===== config.mk =====
export PLATFORM = sky130hd
export DESIGN_NAME = axi4_lite_register_bank_flat
export DESIGN_NICKNAME = d
export VERILOG_FILES = /design/src/rtl/axi4_lite_register_bank.sv /design/src/rtl/axi4_lite_register_bank_if.sv /design/src/flat_wrapper.sv
export SDC_FILE = /design/constraint.sdc
export NUM_CORES = 1
export LEC_CHECK = 0
export ABC_AREA = 1
export CAP_MARGIN = 15
export CORE_AREA = 2 2 261 263
export CTS_CLUSTER_SIZE = 30
export DETAILED_ROUTE_END_ITERATION = 16
export DIE_AREA = 0 0 263 265
export MAX_ROUTING_LAYER = met4
export PLACE_DENSITY_LB_ADDON = 0.12
export SYNTH_ARGS = -nofsm -noshare
export SYNTH_HDL_FRONTEND = slang
export SYNTH_SLANG_ARGS = --single-unit

===== constraint.sdc =====
create_clock -name aclk -period 4 [get_ports aclk]
set_input_delay 1 -clock aclk [delete_from_list [all_inputs] [get_ports aclk]]
set_output_delay 1 -clock aclk [all_outputs]
set_load 0.005 [all_outputs]

===== src/rtl/axi4_lite_register_bank.sv =====
// rtl/axi4_lite_register_bank.sv - AXI4-Lite slave bank of 32-bit control/status registers
package axi4_lite_pkg;
   typedef struct packed {
      int unsigned addr_width;
      int unsigned data_width;
   } axi4_lite_cfg_t;
endpackage

module axi4_lite_register_bank #(
   parameter axi4_lite_pkg::axi4_lite_cfg_t C = '{default: 0},
   parameter int                N_REGS    = 8,
   parameter logic [N_REGS-1:0] RO_MASK   = '0,
   parameter logic [31:0]       RESET_VAL = '0
) (
   input  logic                  aclk,
   input  logic                  aresetn,
   axi4_lite_if.slave            axi4_s,
   output logic [N_REGS*32-1:0]  reg_out,
   input  logic [N_REGS*32-1:0]  reg_in,
   output logic [N_REGS-1:0]     wr_pulse
);
   // A zero field in the config means "use the natural 32-bit width".
   localparam int A  = (C.addr_width == 0) ? 32 : int'(C.addr_width);
   localparam int D  = (C.data_width == 0) ? 32 : int'(C.data_width);
   localparam int IW = (N_REGS > 1) ? $clog2(N_REGS) : 1;

   localparam logic [1:0] RESP_OKAY   = 2'b00;
   localparam logic [1:0] RESP_SLVERR = 2'b10;

   if (D != 32) begin : g_bad_width
      $error("axi4_lite_register_bank supports 32-bit data only");
   end

   typedef enum logic [1:0] {W_IDLE, W_HAVE_AW, W_HAVE_W, W_RESP} w_state_t;
   typedef enum logic       {R_IDLE, R_RESP} r_state_t;

   w_state_t      w_state_q, w_state_d;
   r_state_t      r_state_q, r_state_d;

   logic [31:0]   regs_q   [N_REGS];
   logic [31:0]   reg_in_a [N_REGS];

   logic [A-1:0]  aw_addr_q;
   logic [31:0]   w_data_q;
   logic [3:0]    w_strb_q;
   logic [1:0]    bresp_q;
   logic [31:0]   rdata_q;
   logic [1:0]    rresp_q;
   logic [N_REGS-1:0] wr_pulse_q;

   logic          awready, wready, bvalid, arready, rvalid;
   logic          commit, aw_lat_en, w_lat_en, ar_fire;
   logic [A-1:0]  c_addr, c_word, ar_word;
   logic [31:0]   c_data;
   logic [3:0]    c_strb;
   logic [IW-1:0] c_idx, ar_idx;
   logic          c_ok, ar_in_range;
   logic [31:0]   rd_data_d;
   logic [1:0]    rd_resp_d;

   for (genvar g = 0; g < N_REGS; g++) begin : g_pack
      assign reg_out[32*g +: 32] = regs_q[g];
      assign reg_in_a[g]         = reg_in[32*g +: 32];
   end

   assign axi4_s.awready = awready;
   assign axi4_s.wready  = wready;
   assign axi4_s.bvalid  = bvalid;
   assign axi4_s.bresp   = bresp_q;
   assign axi4_s.arready = arready;
   assign axi4_s.rvalid  = rvalid;
   assign axi4_s.rdata   = rdata_q;
   assign axi4_s.rresp   = rresp_q;
   assign wr_pulse       = wr_pulse_q;

   // Write FSM: collect AW and W in either order, commit when both halves are present.
   always_comb begin
      w_state_d = w_state_q;
      awready   = 1'b0;
      wready    = 1'b0;
      bvalid    = 1'b0;
      commit    = 1'b0;
      aw_lat_en = 1'b0;
      w_lat_en  = 1'b0;
      c_addr    = aw_addr_q;
      c_data    = w_data_q;
      c_strb    = w_strb_q;
      case (w_state_q)
         W_IDLE: begin
            awready = 1'b1;
            wready  = 1'b1;
            if (axi4_s.awvalid && axi4_s.wvalid) begin
               commit    = 1'b1;
               c_addr    = axi4_s.awaddr;
               c_data    = axi4_s.wdata;
               c_strb    = axi4_s.wstrb;
               w_state_d = W_RESP;
            end else if (axi4_s.awvalid) begin
               aw_lat_en = 1'b1;
               w_state_d = W_HAVE_AW;
            end else if (axi4_s.wvalid) begin
               w_lat_en  = 1'b1;
               w_state_d = W_HAVE_W;
            end
         end
         W_HAVE_AW: begin
            wready = 1'b1;
            if (axi4_s.wvalid) begin
               commit    = 1'b1;
               c_data    = axi4_s.wdata;
               c_strb    = axi4_s.wstrb;
               w_state_d = W_RESP;
            end
         end
         W_HAVE_W: begin
            awready = 1'b1;
            if (axi4_s.awvalid) begin
               commit    = 1'b1;
               c_addr    = axi4_s.awaddr;
               w_state_d = W_RESP;
            end
         end
         W_RESP: begin
            bvalid = 1'b1;
            if (axi4_s.bready) w_state_d = W_IDLE;
         end
         default: w_state_d = W_IDLE;
      endcase
   end

   // Write decode: word index, range check and read-only check.
   always_comb begin
      c_word = c_addr >> 2;
      c_idx  = c_word[IW-1:0];
      c_ok   = (c_word < A'(N_REGS)) && !RO_MASK[c_idx];
   end

   // Write FSM state, latched halves, response and strobe pulse.
   always_ff @(posedge aclk or negedge aresetn) begin
      if (!aresetn) begin
         w_state_q  <= W_IDLE;
         aw_addr_q  <= '0;
         w_data_q   <= '0;
         w_strb_q   <= '0;
         bresp_q    <= RESP_OKAY;
         wr_pulse_q <= '0;
      end else begin
         w_state_q  <= w_state_d;
         wr_pulse_q <= '0;
         if (aw_lat_en) aw_addr_q <= axi4_s.awaddr;
         if (w_lat_en) begin
            w_data_q <= axi4_s.wdata;
            w_strb_q <= axi4_s.wstrb;
         end
         if (commit) begin
            bresp_q <= c_ok ? RESP_OKAY : RESP_SLVERR;
            if (c_ok) wr_pulse_q[c_idx] <= 1'b1;
         end
      end
   end

   // Register storage with per-byte strobes; read-only slots never change.
   always_ff @(posedge aclk or negedge aresetn) begin
      if (!aresetn) begin
         for (int i = 0; i < N_REGS; i++) regs_q[i] <= RESET_VAL;
      end else if (commit && c_ok) begin
         for (int i = 0; i < N_REGS; i++) begin
            if (c_idx == IW'(i) && !RO_MASK[i]) begin
               for (int k = 0; k < 4; k++) begin
                  if (c_strb[k]) regs_q[i][8*k +: 8] <= c_data[8*k +: 8];
               end
            end
         end
      end
   end

   // Read FSM: accept AR when idle, hold the response until rready.
   always_comb begin
      r_state_d = r_state_q;
      arready   = 1'b0;
      rvalid    = 1'b0;
      ar_fire   = 1'b0;
      case (r_state_q)
         R_IDLE: begin
            arready = 1'b1;
            if (axi4_s.arvalid) begin
               ar_fire   = 1'b1;
               r_state_d = R_RESP;
            end
         end
         R_RESP: begin
            rvalid = 1'b1;
            if (axi4_s.rready) r_state_d = R_IDLE;
         end
         default: r_state_d = R_IDLE;
      endcase
   end

   // Read data select; uses pre-edge register values so a same-edge write is not visible.
   always_comb begin
      ar_word     = axi4_s.araddr >> 2;
      ar_idx      = ar_word[IW-1:0];
      ar_in_range = ar_word < A'(N_REGS);
      rd_data_d   = '0;
      rd_resp_d   = RESP_SLVERR;
      if (ar_in_range) begin
         rd_resp_d = RESP_OKAY;
         rd_data_d = RO_MASK[ar_idx] ? reg_in_a[ar_idx] : regs_q[ar_idx];
      end
   end

   // Read FSM state and registered response.
   always_ff @(posedge aclk or negedge aresetn) begin
      if (!aresetn) begin
         r_state_q <= R_IDLE;
         rdata_q   <= '0;
         rresp_q   <= RESP_OKAY;
      end else begin
         r_state_q <= r_state_d;
         if (ar_fire) begin
            rdata_q <= rd_data_d;
            rresp_q <= rd_resp_d;
         end
      end
   end
endmodule


===== src/rtl/axi4_lite_register_bank_if.sv =====
// rtl/axi4_lite_register_bank_if.sv - AXI4-Lite channel bundle with master/slave views
interface axi4_lite_if #(
   parameter int ADDR_W = 32,
   parameter int DATA_W = 32
);
   logic [ADDR_W-1:0]   awaddr;
   logic                awvalid;
   logic                awready;
   logic [DATA_W-1:0]   wdata;
   logic [DATA_W/8-1:0] wstrb;
   logic                wvalid;
   logic                wready;
   logic [1:0]          bresp;
   logic                bvalid;
   logic                bready;
   logic [ADDR_W-1:0]   araddr;
   logic                arvalid;
   logic                arready;
   logic [DATA_W-1:0]   rdata;
   logic [1:0]          rresp;
   logic                rvalid;
   logic                rready;

   modport master (
      output awaddr, awvalid, wdata, wstrb, wvalid, bready, araddr, arvalid, rready,
      input  awready, wready, bresp, bvalid, arready, rdata, rresp, rvalid
   );

   modport slave (
      input  awaddr, awvalid, wdata, wstrb, wvalid, bready, araddr, arvalid, rready,
      output awready, wready, bresp, bvalid, arready, rdata, rresp, rvalid
   );
endinterface


===== src/flat_wrapper.sv =====
// flat-port wrapper written by rule: the top's interface ports become plain ports
module axi4_lite_register_bank_flat import axi4_lite_pkg::*;
#(
   parameter axi4_lite_pkg::axi4_lite_cfg_t C = '{default: 0},
   parameter int                N_REGS    = 8,
   parameter logic [N_REGS-1:0] RO_MASK   = '0,
   parameter logic [31:0]       RESET_VAL = '0
)
  (aclk, aresetn, reg_out, reg_in, wr_pulse, axi4_s_awaddr, axi4_s_awvalid, axi4_s_wdata, axi4_s_wstrb, axi4_s_wvalid, axi4_s_bready, axi4_s_araddr, axi4_s_arvalid, axi4_s_rready, axi4_s_awready, axi4_s_wready, axi4_s_bresp, axi4_s_bvalid, axi4_s_arready, axi4_s_rdata, axi4_s_rresp, axi4_s_rvalid);
  axi4_lite_if #(.ADDR_W(32), .DATA_W(32)) axi4_s_i ();
  input  logic aclk;
  input  logic aresetn;
  output logic [N_REGS*32-1:0] reg_out;
  input  logic [N_REGS*32-1:0] reg_in;
  output logic [N_REGS-1:0] wr_pulse;
  input wire logic [$bits(axi4_s_i.awaddr)-1:0] axi4_s_awaddr;
  input wire logic [$bits(axi4_s_i.awvalid)-1:0] axi4_s_awvalid;
  input wire logic [$bits(axi4_s_i.wdata)-1:0] axi4_s_wdata;
  input wire logic [$bits(axi4_s_i.wstrb)-1:0] axi4_s_wstrb;
  input wire logic [$bits(axi4_s_i.wvalid)-1:0] axi4_s_wvalid;
  input wire logic [$bits(axi4_s_i.bready)-1:0] axi4_s_bready;
  input wire logic [$bits(axi4_s_i.araddr)-1:0] axi4_s_araddr;
  input wire logic [$bits(axi4_s_i.arvalid)-1:0] axi4_s_arvalid;
  input wire logic [$bits(axi4_s_i.rready)-1:0] axi4_s_rready;
  output wire logic [$bits(axi4_s_i.awready)-1:0] axi4_s_awready;
  output wire logic [$bits(axi4_s_i.wready)-1:0] axi4_s_wready;
  output wire logic [$bits(axi4_s_i.bresp)-1:0] axi4_s_bresp;
  output wire logic [$bits(axi4_s_i.bvalid)-1:0] axi4_s_bvalid;
  output wire logic [$bits(axi4_s_i.arready)-1:0] axi4_s_arready;
  output wire logic [$bits(axi4_s_i.rdata)-1:0] axi4_s_rdata;
  output wire logic [$bits(axi4_s_i.rresp)-1:0] axi4_s_rresp;
  output wire logic [$bits(axi4_s_i.rvalid)-1:0] axi4_s_rvalid;
  assign axi4_s_i.awaddr = axi4_s_awaddr;
  assign axi4_s_i.awvalid = axi4_s_awvalid;
  assign axi4_s_i.wdata = axi4_s_wdata;
  assign axi4_s_i.wstrb = axi4_s_wstrb;
  assign axi4_s_i.wvalid = axi4_s_wvalid;
  assign axi4_s_i.bready = axi4_s_bready;
  assign axi4_s_i.araddr = axi4_s_araddr;
  assign axi4_s_i.arvalid = axi4_s_arvalid;
  assign axi4_s_i.rready = axi4_s_rready;
  assign axi4_s_awready = axi4_s_i.awready;
  assign axi4_s_wready = axi4_s_i.wready;
  assign axi4_s_bresp = axi4_s_i.bresp;
  assign axi4_s_bvalid = axi4_s_i.bvalid;
  assign axi4_s_arready = axi4_s_i.arready;
  assign axi4_s_rdata = axi4_s_i.rdata;
  assign axi4_s_rresp = axi4_s_i.rresp;
  assign axi4_s_rvalid = axi4_s_i.rvalid;
  axi4_lite_register_bank #(.C(C), .N_REGS(N_REGS), .RO_MASK(RO_MASK), .RESET_VAL(RESET_VAL)) u_core (.aclk(aclk), .aresetn(aresetn), .axi4_s(axi4_s_i), .reg_out(reg_out), .reg_in(reg_in), .wr_pulse(wr_pulse));
endmodule

# Word-level counts from Yosys, hierarchy flattened
# Memories as Yosys holds them, arrays and structs flattened.
# Cells that the tools add are included.
# word_totals
regBits,371
latch_bits,0
ramBits,0
romBits,16
input_bits,363
out_inout_bits,305
elab_cells,157
memories,2
# memory_table
name,words,width,rd,rd_clocked_by_memory_dff,write_ports,line,rtl
(name not given),8,1,1,0,0,axi4_lite_register_bank.sv:208,rd_data_d = RO_MASK[ar_idx] ? reg_in_a[ar_idx] : regs_q[ar_idx];
(name not given),8,1,1,0,0,axi4_lite_register_bank.sv:135,c_ok = (c_word < A'(N_REGS)) && !RO_MASK[c_idx];
# op_classes
addsub,0
n_mul,0
div_mod_pow,0
n_lt_le_gt_ge,6
n_eq_ne,14
shifts,0
n_mux,50
bitwise,2
n_reduce_logical,42
# op_table
cell,n
2-to-1 mux 32 bit,10
binary-select mux 32 bit (select 3 bit),2
one-hot mux 32 bit (2 select lines),2
AND reduction 3 bit,32
< comparator 30 x 4 -> 1 bit (second input constant),2
2-to-1 mux 1 bit,19
2-to-1 mux 2 bit,8
2-to-1 mux 8 bit,2
== test 3 bit (second input constant),4
< comparator 3 x 4 -> 1 bit (second input constant),2
2-to-1 mux 4 bit,2
one-hot mux 2 bit (4 select lines),1
one-hot mux 4 bit (2 select lines),1
== test 3 x 2 -> 1 bit (second input constant),2
!= test 2 bit (second input constant),3
== test 2 bit (second input constant),2
greater-or-equal comparator 4 bit (second input constant),1
logical AND 1 bit,4
!= test 4 x 3 -> 1 bit (second input constant),1
inverter 3 -> 4 bit,1
AND reduction 4 bit,1
OR reduction 2 bit,2
demux 1 bit (select 3 bit),1
== test 3 x 1 -> 1 bit (second input constant),1
8 further kinds,8

# Longest topological paths before layout
# Gate-level depths: netlist of the first run.
# depth
ltp_word,9
depth_mapped,13
ltp_nobuf,13

# Worst setup path before layout of the first run
# OpenSTA, ideal clock, no wires.
# synth_path
path_kind,input port to flip-flop
startpoint,input port axi4_s_awvalid
endpoint,register u_core.regs_q (netlist bit u_core.reg_out[0])
setup_ns,0.118
arrival_ns,2.382
t_required_ns,3.882
setup_slack_ns,1.500
cell_stages,9
path_cell_list,buf_2 > nand3_1 > a31oi_1 > nand3_2 > nor2_4 > buf_2 > nand3_1 > nand2_1 > nand2_1
# synth_via
elab_chain_cells,9
word_cells_on_any_way,19
# synth_rtl
element,line,rtl
"start, declared",flat_wrapper.sv:17,input wire logic [$bits(axi4_s_i.awvalid)-1:0] axi4_s_awvalid;
branches (longest 9 deep; another with < comparator 30 x 4 -> 1 bit),-,
"end signal, assigned by index",axi4_lite_register_bank.sv:170,if (c_strb[k]) regs_q[i][8*k +: 8] <= c_data[8*k +: 8];
"end, declared",axi4_lite_register_bank.sv:40,logic [31:0] regs_q [N_REGS];
# Parallel ways; which one is timed is not known. The select of a mux whose other input is x is not followed.
# A chain may end at the register's enable or synchronous reset.

# Final worst setup path of the first run
# layout_path
startpoint,register u_core.w_state_q[0]
endpoint,output port axi4_s_wready
# layout_via
elab_chain_cells,3
word_cells_on_any_way,4
# layout_rtl
element,line,rtl
"start, declared",axi4_lite_register_bank.sv:37,"w_state_t w_state_q, w_state_d;"
"start signal, assigned",axi4_lite_register_bank.sv:148,w_state_q <= w_state_d;
== test 2 x 1 -> 1 bit / zero test 2 bit (equally long branches),axi4_lite_register_bank.sv:88,case (w_state_q)
OR reduction 2 bit (no line) (*),-,
2-to-1 mux 1 bit (*),axi4_lite_register_bank.sv:88,
"end, declared",flat_wrapper.sv:26,output wire logic [$bits(axi4_s_i.wready)-1:0] axi4_s_wready;
# Mark *: on every way between the ends. The rest lies on a longest branch, timed or not.

==> results.sh, run 1 <==
export IMPL_synthCells=2123
export IMPL_netlist_area_um2=17570
export IMPL_grt_antenna_before_repair=13
export IMPL_finalMaxSlewViolations=0
export IMPL_row_count=95
export IMPL_yosysWarningCount=0
export IMPL_finalHoldViolCount=0
export IMPL_viasPerCell=5.089
export IMPL_setup_worst_path_start="u_core.w_state_q[0]$_DFFE_PN0P_"
export IMPL_synth_distinct_cells=30
export IMPL_rsz0062_at_grt="false"
export IMPL_vias=17460
export IMPL_ys_seq_area_share_pct=52.27
export IMPL_drt_iter0_drc=1372
export IMPL_cts_made_buffers=45
export IMPL_combPwrFrac_pct=40.3
export IMPL_wl_per_cell_um=23.58
export IMPL_r2r_end="u_core.reg_out[167]$_DFFE_PN0P_"
export IMPL_layout_commonest_cell="nand2_1"
export IMPL_finalCriticalPeriod_ns=3.309
export IMPL_core_um2=66800
export IMPL_worstPathMaxFanout=11
export IMPL_die_area_um2=69700
export IMPL_port_buffers=405
export IMPL_finalWeightedCongestion=0.8771
export IMPL_p_sw_uw=6530
export IMPL_holdCritPathClass="input port to asynchronous set/reset pin"
export IMPL_crit_path_end_kind="output pin"
export IMPL_p_clk_share_pct=26.7
export IMPL_p_sw_share_pct=41.37
export IMPL_final_antenna_net_count=0
export IMPL_max_freq_ghz=0.3022
export IMPL_clock_skew_ns=0.02034
export IMPL_ir_drop_v=0.0004011
export IMPL_chipWidth_um=263
export IMPL_place_hpwl_um=58450
export IMPL_synth_seq_cells=367
export IMPL_die_h_um=265
export IMPL_r2r_start="u_core.w_state_q[0]$_DFFE_PN0P_"
export IMPL_cts_clk_slew_worst_paths_ns=0.06
export IMPL_grt_pass1_vias=16970
export IMPL_path_class="flip-flop to output pin"
export IMPL_drive_gt1_share_pct=8.798
export IMPL_post_place_ws_ns=0.1264
export IMPL_syn_area_per_cell_um2=8.276
export IMPL_clock_root_buffer="clkbuf_16"
export IMPL_areaGrowthSynthToFinish_pct=39.81
export IMPL_grt_first_pass_wirelength_um=118000
export IMPL_drv_cap=0
export IMPL_worst_setup_path_start_kind="flip-flop"
export IMPL_start_util_pct=26.30
export IMPL_worstPathRequired_ns=3.00
export IMPL_final_setup_tns_ns=0
export IMPL_insertion_delay_ns=0.59
export IMPL_ctsResizeCount=0
export IMPL_nNetsFinal=2884
export IMPL_grt_use_total_pct=23.37
export IMPL_io_pins=668
export IMPL_hold_buffers=0
export IMPL_drc=0
export IMPL_max_slew_margin_rel_pct=25.56
export IMPL_seqPwrFrac_pct=33.0
export IMPL_htreeDepth=2
export IMPL_reg2reg_slack_ns=0.97
export IMPL_r2r_cells=11
export IMPL_arrival_ns=2.31
export IMPL_fin_crit_sh_pct=82.73
export IMPL_fill_cells=6831
export IMPL_cts_tree="done"
export IMPL_hold_slack_ns=0.4156
export IMPL_postLayoutSetupSlackWorst_ns=0.6907
export IMPL_first_pass_iters=5
export IMPL_layout_common_cells="614 x nand2_1, 401 x clkdlybuf4s50_1, 367 x dfrtp_1, 257 x nand4_1, 212 x nor2_1"
export IMPL_tightest_slew_ns=1.115
export IMPL_grt_overflow=0
export IMPL_status="completed"
export IMPL_grt_max_degree=93
export IMPL_leakage_uw=0.01142
export IMPL_routed_wl_um=80920
export IMPL_cts_setup_buffers=0
export IMPL_numClockSinks=367
export IMPL_power_density_nw_per_um2=642.7
export IMPL_clk_path_buf_depth=3
export IMPL_setup_viol=0
export IMPL_cell_internal_pwr_uw=9257
[state kept, by name, indices dropped and copies added (netlist names)]
name	cells
u_core.axi4_s.rdata	32
u_core.aw_addr_q	30
u_core.axi4_s.bresp	1
u_core.axi4_s.rresp	1
u_core.reg_out	256
u_core.wr_pulse	8
u_core.r_state_q	1
u_core.w_strb_q	4
u_core.w_data_q	32
u_core.w_state_q	2
[final cells by class]
| class | count | area (um2) | area share, % |
|---|---|---|---|
| clock inverters | 11 | 156.4 | 0.6367 |
| well taps | 873 | 1092 | 4.447 |
| inverters | 58 | 220.2 | 0.8965 |
| clock buffers | 66 | 1346 | 5.481 |
| repair buffers | 503 | 4945 | 20.13 |
| flip-flops and latches | 367 | 9184 | 37.39 |
| multi-input cells | 1541 | 7587 | 30.89 |
| diodes | 13 | 32.53 | 0.1324 |
[worst max path at each step]
stage	slack [ns]	end	depth (start not counted)
after floorplan	1.50	u_core.reg_out[0]$_DFFE_PN0P_	9
after global placement	0.15	u_core.reg_out[162]$_DFFE_PN0P_	10
after detailed placement	0.13	u_core.reg_out[167]$_DFFE_PN0P_	10
after CTS	0.64	axi4_s_wready	5
after global routing	0.54	axi4_s_wready	5
final	0.69	axi4_s_wready	5
[cells by family after synthesis]
kind of cell             count (synthesis)  synth area share (%)
buffers and inverters                  216                 4.985
AO/OA/AOI/OAI                          306                 9.756
other                                    1               0.02134
multiplexers                            42                 2.571
flip-flops                             367                 52.27
adder cells (fa/ha/maj)                  5                0.3561
AND/OR/NAND/NOR                       1186                 30.04
[cell usage after synthesis (all sizes together)]
library cell	number	share of area, %
a21oi	39	1.1
clkbuf	86	1.8
o22ai	32	1.1
inv	58	1.2
conb	1	0.021
a32o	2	0.11
o21ai	201	5.8
nor3	1	0.057
a31oi	1	0.036
mux2i	17	0.97
nand2	619	13
ha	5	0.36
nor4	9	0.32
mux2	25	1.6
dfrtp	367	52
o221ai	31	1.5
nand4	257	9.2
nor2	222	5.0
and2	1	0.036
nand3	77	2.3
buf	72	1.9
[critical path: stages (launching register included)]
cell and delay [ns]:
dfrtp_1 0.41, inv_1 0.11, ha_1 0.27, nor2_1 0.26, inv_2 0.18, clkdlybuf4s50_1 0.49
[metrics by stage]
| stage | instance area (um2) | power, uW | instances | util [%] |
|---|---|---|---|---|
| 2_1_floorplan | 17570 | 7927 | 2124 | - |
| 3_3_place_gp | 23030 | 11500 | 3342 | 34.47 |
| 3_5_place_dp | 23030 | 11580 | 3342 | 34.47 |
| 4_1_cts | 24530 | 15880 | 3419 | 36.72 |
| 5_1_grt | 24560 | 16640 | 3431 | 36.77 |
| 6_report | 24560 | 15790 | 3432 | 36.77 |
[power by group through the flow]
stage	sequential [uW]	clock (uW)	combinational [uW]
6_report	5210	4220	6360
3_5_place_dp	5270	0	6320
3_3_place_gp	5250	0	6250
5_1_grt	5310	4450	6870
4_1_cts	5210	4330	6330
2_1_floorplan	5080	0	2850
[per-layer routing]
| metal | vias to the layer above | global-route usage [%] | share of wire (%) |
|---|---|---|---|
| met5 | - | - | 0 |
| met3 | 90 | 10.28 | 13 |
| met1 | 8414 | 31.26 | 44 |
| li1 | 8134 | - | - |
| met4 | 0 | 5.421 | 1.9 |
| met2 | 826 | 32.16 | 41 |
(Power assumes the default switching activity.)
==> run 2: changes to the inputs <==
clock period = 2.95 ns   (was 4 ns; I/O delays follow)
==> results.sh, run 2 (synthesis results as in run 1) <==
export IMPL_nNetsFinal=2989
export IMPL_max_slew_margin_rel_pct=53.41
export IMPL_p_sw_uw=9132
export IMPL_multi_input_area_um2=7592
export IMPL_hold_slack_ns=0.1121
export IMPL_place_hpwl_um=60470
export IMPL_setup_viol=0
export IMPL_cp_slowest_stage_delay_ns=0.53
export IMPL_layout_common_cells="614 x nand2_1, 401 x clkdlybuf4s50_1, 367 x dfrtp_1, 257 x nand4_1, 211 x nor2_1"
export IMPL_postLayoutSetupSlackWorst_ns=0.1276
export IMPL_post_place_ws_ns=-0.05151
export IMPL_combPwrFrac_pct=42.5
export IMPL_drv_cap=0
export IMPL_io_pins=668
export IMPL_path_class="flip-flop to output pin"
export IMPL_tightest_slew_ns=0.6988
export IMPL_final_antenna_net_count=0
export IMPL_critical_path_slowest_cell="clkdlybuf4s50_1"
export IMPL_leakage_uw=0.01198
export IMPL_arrival_ns=2.08
export IMPL_max_freq_ghz=0.3543
export IMPL_final_core_util_pct=38.32
export IMPL_crit_path_end_kind="output pin"
export IMPL_worst_setup_path_start_kind="flip-flop"
export IMPL_finalCriticalPeriod_ns=2.822
export IMPL_ir_drop_v=0.0004371
export IMPL_worstPathMaxFanout=5
export IMPL_row_count=95
export IMPL_drc=0
export IMPL_insertion_delay_ns=0.61
export IMPL_wl_per_cell_um=23.00
export IMPL_clock_skew_ns=0.02826
export IMPL_cts_setup_buffers=0
export IMPL_routed_wl_um=81320
export IMPL_cell_internal_pwr_uw=13450
export IMPL_r2r_end="u_core.reg_out[178]$_DFFE_PN0P_"
export IMPL_die_area_um2=69700
export IMPL_die_h_um=265
export IMPL_port_buffers=405
export IMPL_layout_commonest_cell="nand2_1"
export IMPL_status="completed"
export IMPL_finalHoldViolCount=0
export IMPL_p_sw_share_pct=40.44
export IMPL_grt_first_pass_wirelength_um=120000
export IMPL_seqPwrFrac_pct=31.4
export IMPL_cts_made_buffers=47
export IMPL_start_util_pct=26.30
export IMPL_worstPathRequired_ns=2.21
export IMPL_power_total_uw=22590
export IMPL_dpl_instance_area_um2=24000
export IMPL_areaGrowthSynthToFinish_pct=45.68
export IMPL_holdCritPathClass="input port to asynchronous set/reset pin"
export IMPL_htreeDepth=2
export IMPL_grt_overflow=0
export IMPL_reg2reg_slack_ns=0.50
export IMPL_cts_clk_slew_worst_paths_ns=0.06
export IMPL_grt_max_degree=73
export IMPL_core_um2=66800
export IMPL_cts_tree="done"
export IMPL_clock_root_buffer="clkbuf_16"
export IMPL_drt_iter0_drc=1446
export IMPL_grt_pass1_vias=17340
export IMPL_vias=17860
export IMPL_first_pass_iters=8
export IMPL_chipWidth_um=263
export IMPL_r2r_cells=14
export IMPL_power_density_nw_per_um2=882.4
export IMPL_r2r_start="u_core.w_state_q[0]$_DFFE_PN0P_"
export IMPL_finalWeightedCongestion=0.8625
export IMPL_drive_gt1_share_pct=12.58
export IMPL_clk_path_buf_depth=3
export IMPL_largest_register_ffs=256
export IMPL_rsz0062_at_grt="false"
export IMPL_p_clk_share_pct=26.1
export IMPL_fill_cells=6736
export IMPL_finalMaxSlewViolations=0
export IMPL_grt_use_total_pct=23.68
export IMPL_finish_instance_area_um2=25600
export IMPL_numClockSinks=367
export IMPL_viasPerCell=5.051
export IMPL_seq_area_um2=9184
export IMPL_crit_path_cell_trace="inv_1, ha_2, inv_2, nand2_2, clkdlybuf4s50_1"
export IMPL_grt_antenna_before_repair=8
export IMPL_fin_crit_sh_pct=95.68
## run 2: worst max-delay path by stage
stage                               startpoint                              end  slack, ns  depth (start not counted)
2_1_floorplan                   axi4_s_awvalid    u_core.reg_out[0]$_DFFE_PN0P_       0.71                          9
3_3_place_gp                 axi4_s_awaddr[11]  u_core.reg_out[162]$_DFFE_PN0P_      -0.08                         14
3_5_place_dp                 axi4_s_awaddr[11]  u_core.reg_out[163]$_DFFE_PN0P_      -0.05                         14
4_1_cts        u_core.w_state_q[0]$_DFFE_PN0P_                    axi4_s_wready       0.04                          5
5_1_grt        u_core.w_state_q[0]$_DFFE_PN0P_                   axi4_s_awready       0.03                          5
6_report       u_core.w_state_q[0]$_DFFE_PN0P_                   axi4_s_awready       0.13                          5
## run 2: layout make-up
cell class | count | area share [%]
Tap cell | 873 | 4.267
Inverter | 58 | 0.8603
Clock inverter | 16 | 0.8115
Timing Repair Buffer | 606 | 23.12
Antenna cell | 8 | 0.07821
Sequential cell | 367 | 35.88
Multi-Input combinational cell | 1541 | 29.66
Clock buffer | 67 | 5.318
## run 2: critical path, delay by kind of cell, from the launching register on
| kind | cells | cell delay (ns) |
|---|---|---|
| simple gates | 1 | 0.11 |
| flops | 1 | 0.41 |
| buf+inv | 3 | 0.71 |
| fa+ha+maj | 1 | 0.26 |
## run 2: power groups by stage
stage                     clock (uW)  combinational, uW  sequential [uW]
after floorplan                    0               3860             6890
final                           5900               9610             7080
after CTS                       6050               9570             7080
after global placement             0               9440             7120
after global routing            6260              10300             7230
after detailed placement           0               9540             7150
## run 2: per-stage QoR
stage,std cells,setup TNS (ns)
2_1_floorplan,2124,0
3_3_place_gp,3445,-2.925
3_5_place_dp,3445,-0.7893
4_1_cts,3528,0
5_1_grt,3536,0
6_report,3536,0
## run 2: layer usage
| metal | share of wire (%) | wire (um) | GRT usage, % | up-vias |
|---|---|---|---|---|
| li1 | - | - | - | 8328 |
| met4 | 2.5 | 2026 | 6.131 | 0 |
| met2 | 41 | 33110 | 32.61 | 803 |
| met1 | 44 | 35800 | 31.36 | 8613 |
| met5 | 0 | 0 | - | - |
| met3 | 13 | 10380 | 10.52 | 115 |
## run 2: timing repair
action	in CTS	in global routing
endpoints found under the setup margin	0	2
resized for setup	0	2
hold buffers	0	0
